## src/rtl/mult_share_arbiter_if.sv

```systemverilog
// rtl/mult_share_arbiter_if.sv - requester/response bundle for the shared multiplier
interface mult_share_arbiter_if #(
  parameter int WIDTH = 4,
  parameter int NREQ  = 4
);
  localparam int IDW = $clog2(NREQ);

  logic [NREQ-1:0]       req_valid;
  logic [NREQ*WIDTH-1:0] req_a;
  logic [NREQ*WIDTH-1:0] req_b;
  logic [NREQ-1:0]       req_ready;
  logic                  rsp_valid;
  logic [IDW-1:0]        rsp_id;
  logic [2*WIDTH-1:0]    rsp_p;

  // Client side: presents operands, consumes tagged results.
  modport master (
    output req_valid, req_a, req_b,
    input  req_ready, rsp_valid, rsp_id, rsp_p
  );

  // Arbiter side: grants operands, returns tagged results.
  modport slave (
    input  req_valid, req_a, req_b,
    output req_ready, rsp_valid, rsp_id, rsp_p
  );
endinterface

```

## src/rtl/mult_share_arbiter.sv

```systemverilog
// rtl/mult_share_arbiter.sv - round-robin share of one pipelined unsigned multiplier
module mult_share_arbiter #(
  parameter int WIDTH = 4,
  parameter int NREQ  = 4,
  parameter int LAT   = 2
) (
  input  logic                clk,
  input  logic                rst_n,
  input  logic                en,
  mult_share_arbiter_if.slave bus,
  output logic                busy
);
  localparam int IDW = $clog2(NREQ);

  logic [IDW-1:0]     last;
  logic [NREQ-1:0]    grant;
  logic [IDW-1:0]     grant_id;
  logic               accept;
  logic [IDW-1:0]     idx;
  logic               found;
  logic [WIDTH-1:0]   a_sel;
  logic [WIDTH-1:0]   b_sel;

  logic [LAT-1:0]     vld;
  logic [IDW-1:0]     id_q [LAT];
  logic [WIDTH-1:0]   a_q;
  logic [WIDTH-1:0]   b_q;
  logic [2*WIDTH-1:0] prod;
  logic [2*WIDTH-1:0] p_out;

  // Round-robin search starting just after the last granted requester.
  always_comb begin
    grant    = '0;
    grant_id = '0;
    found    = 1'b0;
    idx      = '0;
    for (int k = 1; k <= NREQ; k++) begin
      idx = IDW'((int'(last) + k) % NREQ);
      if (en && !found && bus.req_valid[idx]) begin
        grant[idx] = 1'b1;
        grant_id   = idx;
        found      = 1'b1;
      end
    end
  end

  assign accept        = found;
  assign bus.req_ready = grant;

  // One-hot operand mux driven by the grant, so ungranted operands are never used.
  always_comb begin
    a_sel = '0;
    b_sel = '0;
    for (int i = 0; i < NREQ; i++) begin
      if (grant[i]) begin
        a_sel = bus.req_a[i*WIDTH +: WIDTH];
        b_sel = bus.req_b[i*WIDTH +: WIDTH];
      end
    end
  end

  // Pointer only moves on an accept; reset gives requester 0 first priority.
  always_ff @(posedge clk or negedge rst_n) begin
    if (!rst_n) begin
      last <= IDW'(NREQ - 1);
    end else if (accept) begin
      last <= grant_id;
    end
  end

  // Stage valid bits shift every cycle; reset discards everything in flight.
  always_ff @(posedge clk or negedge rst_n) begin
    if (!rst_n) begin
      vld <= '0;
    end else begin
      vld[0] <= accept;
      for (int k = 1; k < LAT; k++) begin
        vld[k] <= vld[k-1];
      end
    end
  end

  // Tag and operand data registers, qualified only by the valid bits.
  always_ff @(posedge clk) begin
    if (accept) begin
      a_q <= a_sel;
      b_q <= b_sel;
    end
    id_q[0] <= grant_id;
    for (int k = 1; k < LAT; k++) begin
      id_q[k] <= id_q[k-1];
    end
  end

  assign prod = {{WIDTH{1'b0}}, a_q} * {{WIDTH{1'b0}}, b_q};

  generate
    if (LAT == 1) begin : g_lat1
      assign p_out = prod;
    end else begin : g_latn
      logic [2*WIDTH-1:0] p_q [1:LAT-1];

      // Product shift register for stages 2..LAT.
      always_ff @(posedge clk) begin
        p_q[1] <= prod;
        for (int k = 2; k < LAT; k++) begin
          p_q[k] <= p_q[k-1];
        end
      end

      assign p_out = p_q[LAT-1];
    end
  endgenerate

  // Outputs are forced to zero when no result is valid, giving clean reset values.
  assign bus.rsp_valid = vld[LAT-1];
  assign bus.rsp_id    = vld[LAT-1] ? id_q[LAT-1] : '0;
  assign bus.rsp_p     = vld[LAT-1] ? p_out : '0;
  assign busy          = |vld;
endmodule

```

## src/flat_wrapper.sv

```systemverilog
// flat-port wrapper written by rule: the top's interface ports become plain ports
module mult_share_arbiter_flat 
#(
  parameter int WIDTH = 4,
  parameter int NREQ  = 4,
  parameter int LAT   = 2
)
  (clk, rst_n, en, busy, bus_req_valid, bus_req_a, bus_req_b, bus_req_ready, bus_rsp_valid, bus_rsp_id, bus_rsp_p);
  mult_share_arbiter_if #(.WIDTH(WIDTH), .NREQ(NREQ)) bus_i ();
  input  logic clk;
  input  logic rst_n;
  input  logic en;
  output logic busy;
  input wire logic [$bits(bus_i.req_valid)-1:0] bus_req_valid;
  input wire logic [$bits(bus_i.req_a)-1:0] bus_req_a;
  input wire logic [$bits(bus_i.req_b)-1:0] bus_req_b;
  output wire logic [$bits(bus_i.req_ready)-1:0] bus_req_ready;
  output wire logic [$bits(bus_i.rsp_valid)-1:0] bus_rsp_valid;
  output wire logic [$bits(bus_i.rsp_id)-1:0] bus_rsp_id;
  output wire logic [$bits(bus_i.rsp_p)-1:0] bus_rsp_p;
  assign bus_i.req_valid = bus_req_valid;
  assign bus_i.req_a = bus_req_a;
  assign bus_i.req_b = bus_req_b;
  assign bus_req_ready = bus_i.req_ready;
  assign bus_rsp_valid = bus_i.rsp_valid;
  assign bus_rsp_id = bus_i.rsp_id;
  assign bus_rsp_p = bus_i.rsp_p;
  mult_share_arbiter #(.WIDTH(WIDTH), .NREQ(NREQ), .LAT(LAT)) u_core (.clk(clk), .rst_n(rst_n), .en(en), .bus(bus_i), .busy(busy));
endmodule
```

## config.mk

```make
export PLATFORM = sky130hd
export DESIGN_NAME = mult_share_arbiter_flat
export DESIGN_NICKNAME = d
export VERILOG_FILES = /design/src/rtl/mult_share_arbiter_if.sv /design/src/rtl/mult_share_arbiter.sv /design/src/flat_wrapper.sv
export SDC_FILE = /design/constraint.sdc
export NUM_CORES = 1
export LEC_CHECK = 0
export ABC_AREA = 1
export CAP_MARGIN = 20
export CORE_MARGIN = 5
export CORE_UTILIZATION = 48
export DETAILED_ROUTE_END_ITERATION = 12
export PLACE_DENSITY = 0.8
export SYNTH_ARGS = -nofsm -noshare
export SYNTH_HDL_FRONTEND = slang
export SYNTH_SLANG_ARGS = --single-unit
```

## constraint.sdc

```tcl
create_clock -name clk -period 3.25 [get_ports clk]
set_clock_uncertainty 0.05 [all_clocks]
set_input_delay 0.65 -clock clk [delete_from_list [all_inputs] [get_ports clk]]
set_output_delay 0.65 -clock clk [all_outputs]
set_load 0.05 [all_outputs]
```

==> run summary <==
==================================================================================
Result of the run                                                     finished clean
Count of placed standard cells including taps                                  369
Nature of the critical path endpoint                                   output port
Area of the placeable core                                                3943 µm²
# Max-Cap Violations                                                             0
DRC errors left                                                                  0
Met2 track demand over resource                                             29.63%
Number of iterations in the first detailed-routing pass                          4
Ratio of total power to cell area                                      1143 nW/µm²
Tcrit/Tclk final                                                            93.89%
Final setup margin                                                       0.1985 ns
Critical Path Start Type                                                 flip-flop
Via count of the first global-routing pass                                    1782
Top FF cell, synth                                                    sky130_fd_sc_hd__dfxtp_1
Instance count of the mapped netlist                                           261
Count of unique library cells instantiated by Yosys                             33
Quantity of hold-fixing buffers added after cts                                  0
Timing startpoint of the critical path                                u_core.last[1]
Diodes inserted                                                                  0
DRC marker count from the first detailed-route iteration                        66
Transition time at the pin with the least slew margin                    0.5010 ns
Routed length per placed instance                                         11.16 µm
Number of clock buffers inserted by TritonCTS                                    3
Die Y-Extent                                                              73.46 µm
Drt total wl                                                              4.173 mm
Unrepaired setup endpoints after global routing                                 no
Number of vias per cell                                                      4.810
Number of warning messages in the yosys log                                      0
Clock transition at the registers of the reported paths                    0.08 ns
Leading cell types by total area after synthesis                      sky130_fd_sc_hd__nand2_1 (15%), sky130_fd_sc_hd__dfxtp_1 (12%), sky130_fd_sc_hd__edfxtp_1 (12%)
Tmin final                                                                3.051 ns
Post-placement setup slack                                               0.1765 ns
Worst Setup EP                                                        bus_req_ready[3]
GR Layer Usage met1                                                         20.10%
Post-synthesis register bit count                                               24
Per-instance average area after synthesis                                7.407 µm²
Count of final max-slew check failures                                           0
Gr busiest metal                                                              met2
Area grow syn2layout                                                        39.48%
Gr ovfl total                                                                    0
IO Count                                                                        55
Total power consumption of the routed design                              3.082 mW
Number of cells in the finished layout apart from fillers                      374
Total of buffers placed on input and output ports                               54
H-Tree Level Count                                                               1
Required time of the critical path                                         2.55 ns
Cell chosen for the clock root                                        sky130_fd_sc_hd__clkbuf_8
Nets in the synthesized netlist                                                323
Layout Nets                                                                    387
Biggest fanout along the worst timing path                                       9
Min Hold Slack                                                           0.2802 ns
Peak clock frequency supported by timing                                 327.7 MHz
Setup violators final                                                            0
Hold violation count in the final report                                         0
Horizontal die dimension                                                  73.46 µm
Die outline area                                                          5396 µm²
Share of final-layout standard cells stronger than drive strength 1         13.58%
CTS tree                                                                     built
Effective utilization at floorplan                                          49.03%
Number of enable flip-flop cells after synthesis                                 8
Crit Path Class                                                            reg2out
Length in cells of the worst reg-to-reg path                                    12
Placement Rows                                                                  23
Later-pin clock latency in the skew report                                 0.26 ns
Clk sinks                                                                       24
Worst min-delay path category                                              reg2reg
Total standard cell area after synthesis                                  1933 µm²
Largest voltage drop on the vdd net                                    0.0007080 V
Post-detailed-placement half-perimeter wirelength                         3.537 mm
Relative slew margins                                                       66.50%
Global Route Usage Sum                                                      16.87%
First-pass GRT wire length                                                7.293 mm
Top cell type's share of synthesized area                                   15.15%
Maximum number of pins on one net before global-route repair                    17
Worst flop-to-flop path endpoint                                      u_core.g_latn.p_q[1][7]
Gp weighted congestion                                                      0.8417
Number of antenna violations at the first check in global routing                0
Share of synthesized flip-flops with an asynchronous set or reset           16.67%
Post-synth top area cell                                              sky130_fd_sc_hd__nand2_1
Met3 track utilization from global routing                                  3.010%
Total via count in the routed design                                          1799
Source of the worst register-to-register timing path                  u_core.b_q[3]
Arrival time at the worst endpoint                                         2.35 ns
Leakage power summed over all cells                                       1.422 nW
Number of routed nets with antenna violations                                    0
Slack of the worst reg-to-reg path                                         0.37 ns
Sequential-to-total area share from yosys stat                              30.16%
Sum of negative setup slack                                                   0 ns
Deepest clock path buffer count                                                  2
==================================================================================
metrics by stage:
step	util (%)	area [µm²]
detailed placement	66.11	2606
global placement	66.11	2606
CTS	68.04	2683
finish	68.39	2696
global route	68.39	2696
floorplan	-	1933
report_power, final:
group	total, mW	switching, mW	internal, mW
logic	2.21	1.37	0.842
clock network	0.223	0.0891	0.134
registers	0.648	0.0977	0.550
flip-flops by register name, indices dropped and copies added, names as in the netlist:
register,cells
u_core.g_latn.p_q,8
u_core.a_q,4
u_core.b_q,4
u_core.id_q,4
u_core.last,2
u_core.vld,2
metal layers:
metal	up-vias	share of wire, %	wire (µm)
met5	-	0	0
met4	0	1.2	52
met3	5	6.4	269
met2	46	49	2056
met1	787	43	1796
li1	961	-	-
cell usage after synthesis, drive strengths merged, types with 2 or more instances:
master	n
o21ai	3
a21oi	34
dfrtp	2
xor2	3
nor2	11
fa	4
a31oi	3
nand3	15
dfxtp	12
edfxtp	8
inv	46
ha	19
nand2	88
nor3	3
dfstp	2
worst min-delay path by stage:
stage / endpoint / slack, ns / depth (start not counted) / start
2_1_floorplan: u_core.id_q[0][2] / 0.26 / 0 / u_core.id_q[0][0]
3_3_place_gp: u_core.id_q[0][3] / 0.26 / 0 / u_core.id_q[0][1]
3_5_place_dp: u_core.id_q[0][3] / 0.26 / 0 / u_core.id_q[0][1]
4_1_cts: u_core.id_q[0][3] / 0.28 / 0 / u_core.id_q[0][1]
5_1_grt: u_core.id_q[0][3] / 0.30 / 0 / u_core.id_q[0][1]
6_report: u_core.id_q[0][3] / 0.28 / 0 / u_core.id_q[0][1]
critical path, cell delays in order (launching register included):
cell	delay [ns]
sky130_fd_sc_hd__dfstp_2	0.56
sky130_fd_sc_hd__inv_1	0.06
sky130_fd_sc_hd__ha_2	0.38
sky130_fd_sc_hd__inv_1	0.09
sky130_fd_sc_hd__nand3_2	0.10
sky130_fd_sc_hd__nand2_2	0.07
sky130_fd_sc_hd__nand2_2	0.11
sky130_fd_sc_hd__nor2_8	0.05
sky130_fd_sc_hd__inv_1	0.08
sky130_fd_sc_hd__o21ai_2	0.07
sky130_fd_sc_hd__nor2_4	0.20
sky130_fd_sc_hd__nand2_4	0.13
sky130_fd_sc_hd__buf_12	0.17
cell families after synthesis:
family,Yosys count,synth area share (%)
AND/OR/NAND/NOR,120,30.29
XOR/XNOR,4,1.813
buffers and inverters,48,9.709
flip-flops,24,30.16
AO/OA/AOI/OAI,42,11.59
adder cells (fa/ha/maj),23,16.44
layout by cell type (no fill, tap or decap), types with 7 or more instances in the layout:
cell                               n
sky130_fd_sc_hd__ha_1             18
sky130_fd_sc_hd__nand3_1           8
sky130_fd_sc_hd__nand2_1          78
sky130_fd_sc_hd__dfxtp_1          12
sky130_fd_sc_hd__clkdlybuf4s50_1  50
sky130_fd_sc_hd__buf_4             7
sky130_fd_sc_hd__nor2_1            8
sky130_fd_sc_hd__edfxtp_1          8
sky130_fd_sc_hd__inv_1            44
sky130_fd_sc_hd__nand2_2           8
sky130_fd_sc_hd__a21oi_1          33
area by class of cell:
class / count / area [µm²]
Clock buffer: 4 / 66.31
Fill cell: 334 / 1246
Inverter: 46 / 172.7
Multi-Input combinational cell: 189 / 1179
Sequential cell: 24 / 583.1
Tap cell: 50 / 62.56
Timing Repair Buffer: 61 / 633.1
what timing repair did:
| action | CTS | global route |
|---|---|---|
| setup endpoints to repair | 1 | 3 |
| setup buffers | 0 | 1 |
| pin swaps | 0 | 0 |
| gates cloned | 0 | 0 |
| gates resized for setup | 2 | 2 |
No activity file was read; power rests on OpenSTA's default activity.
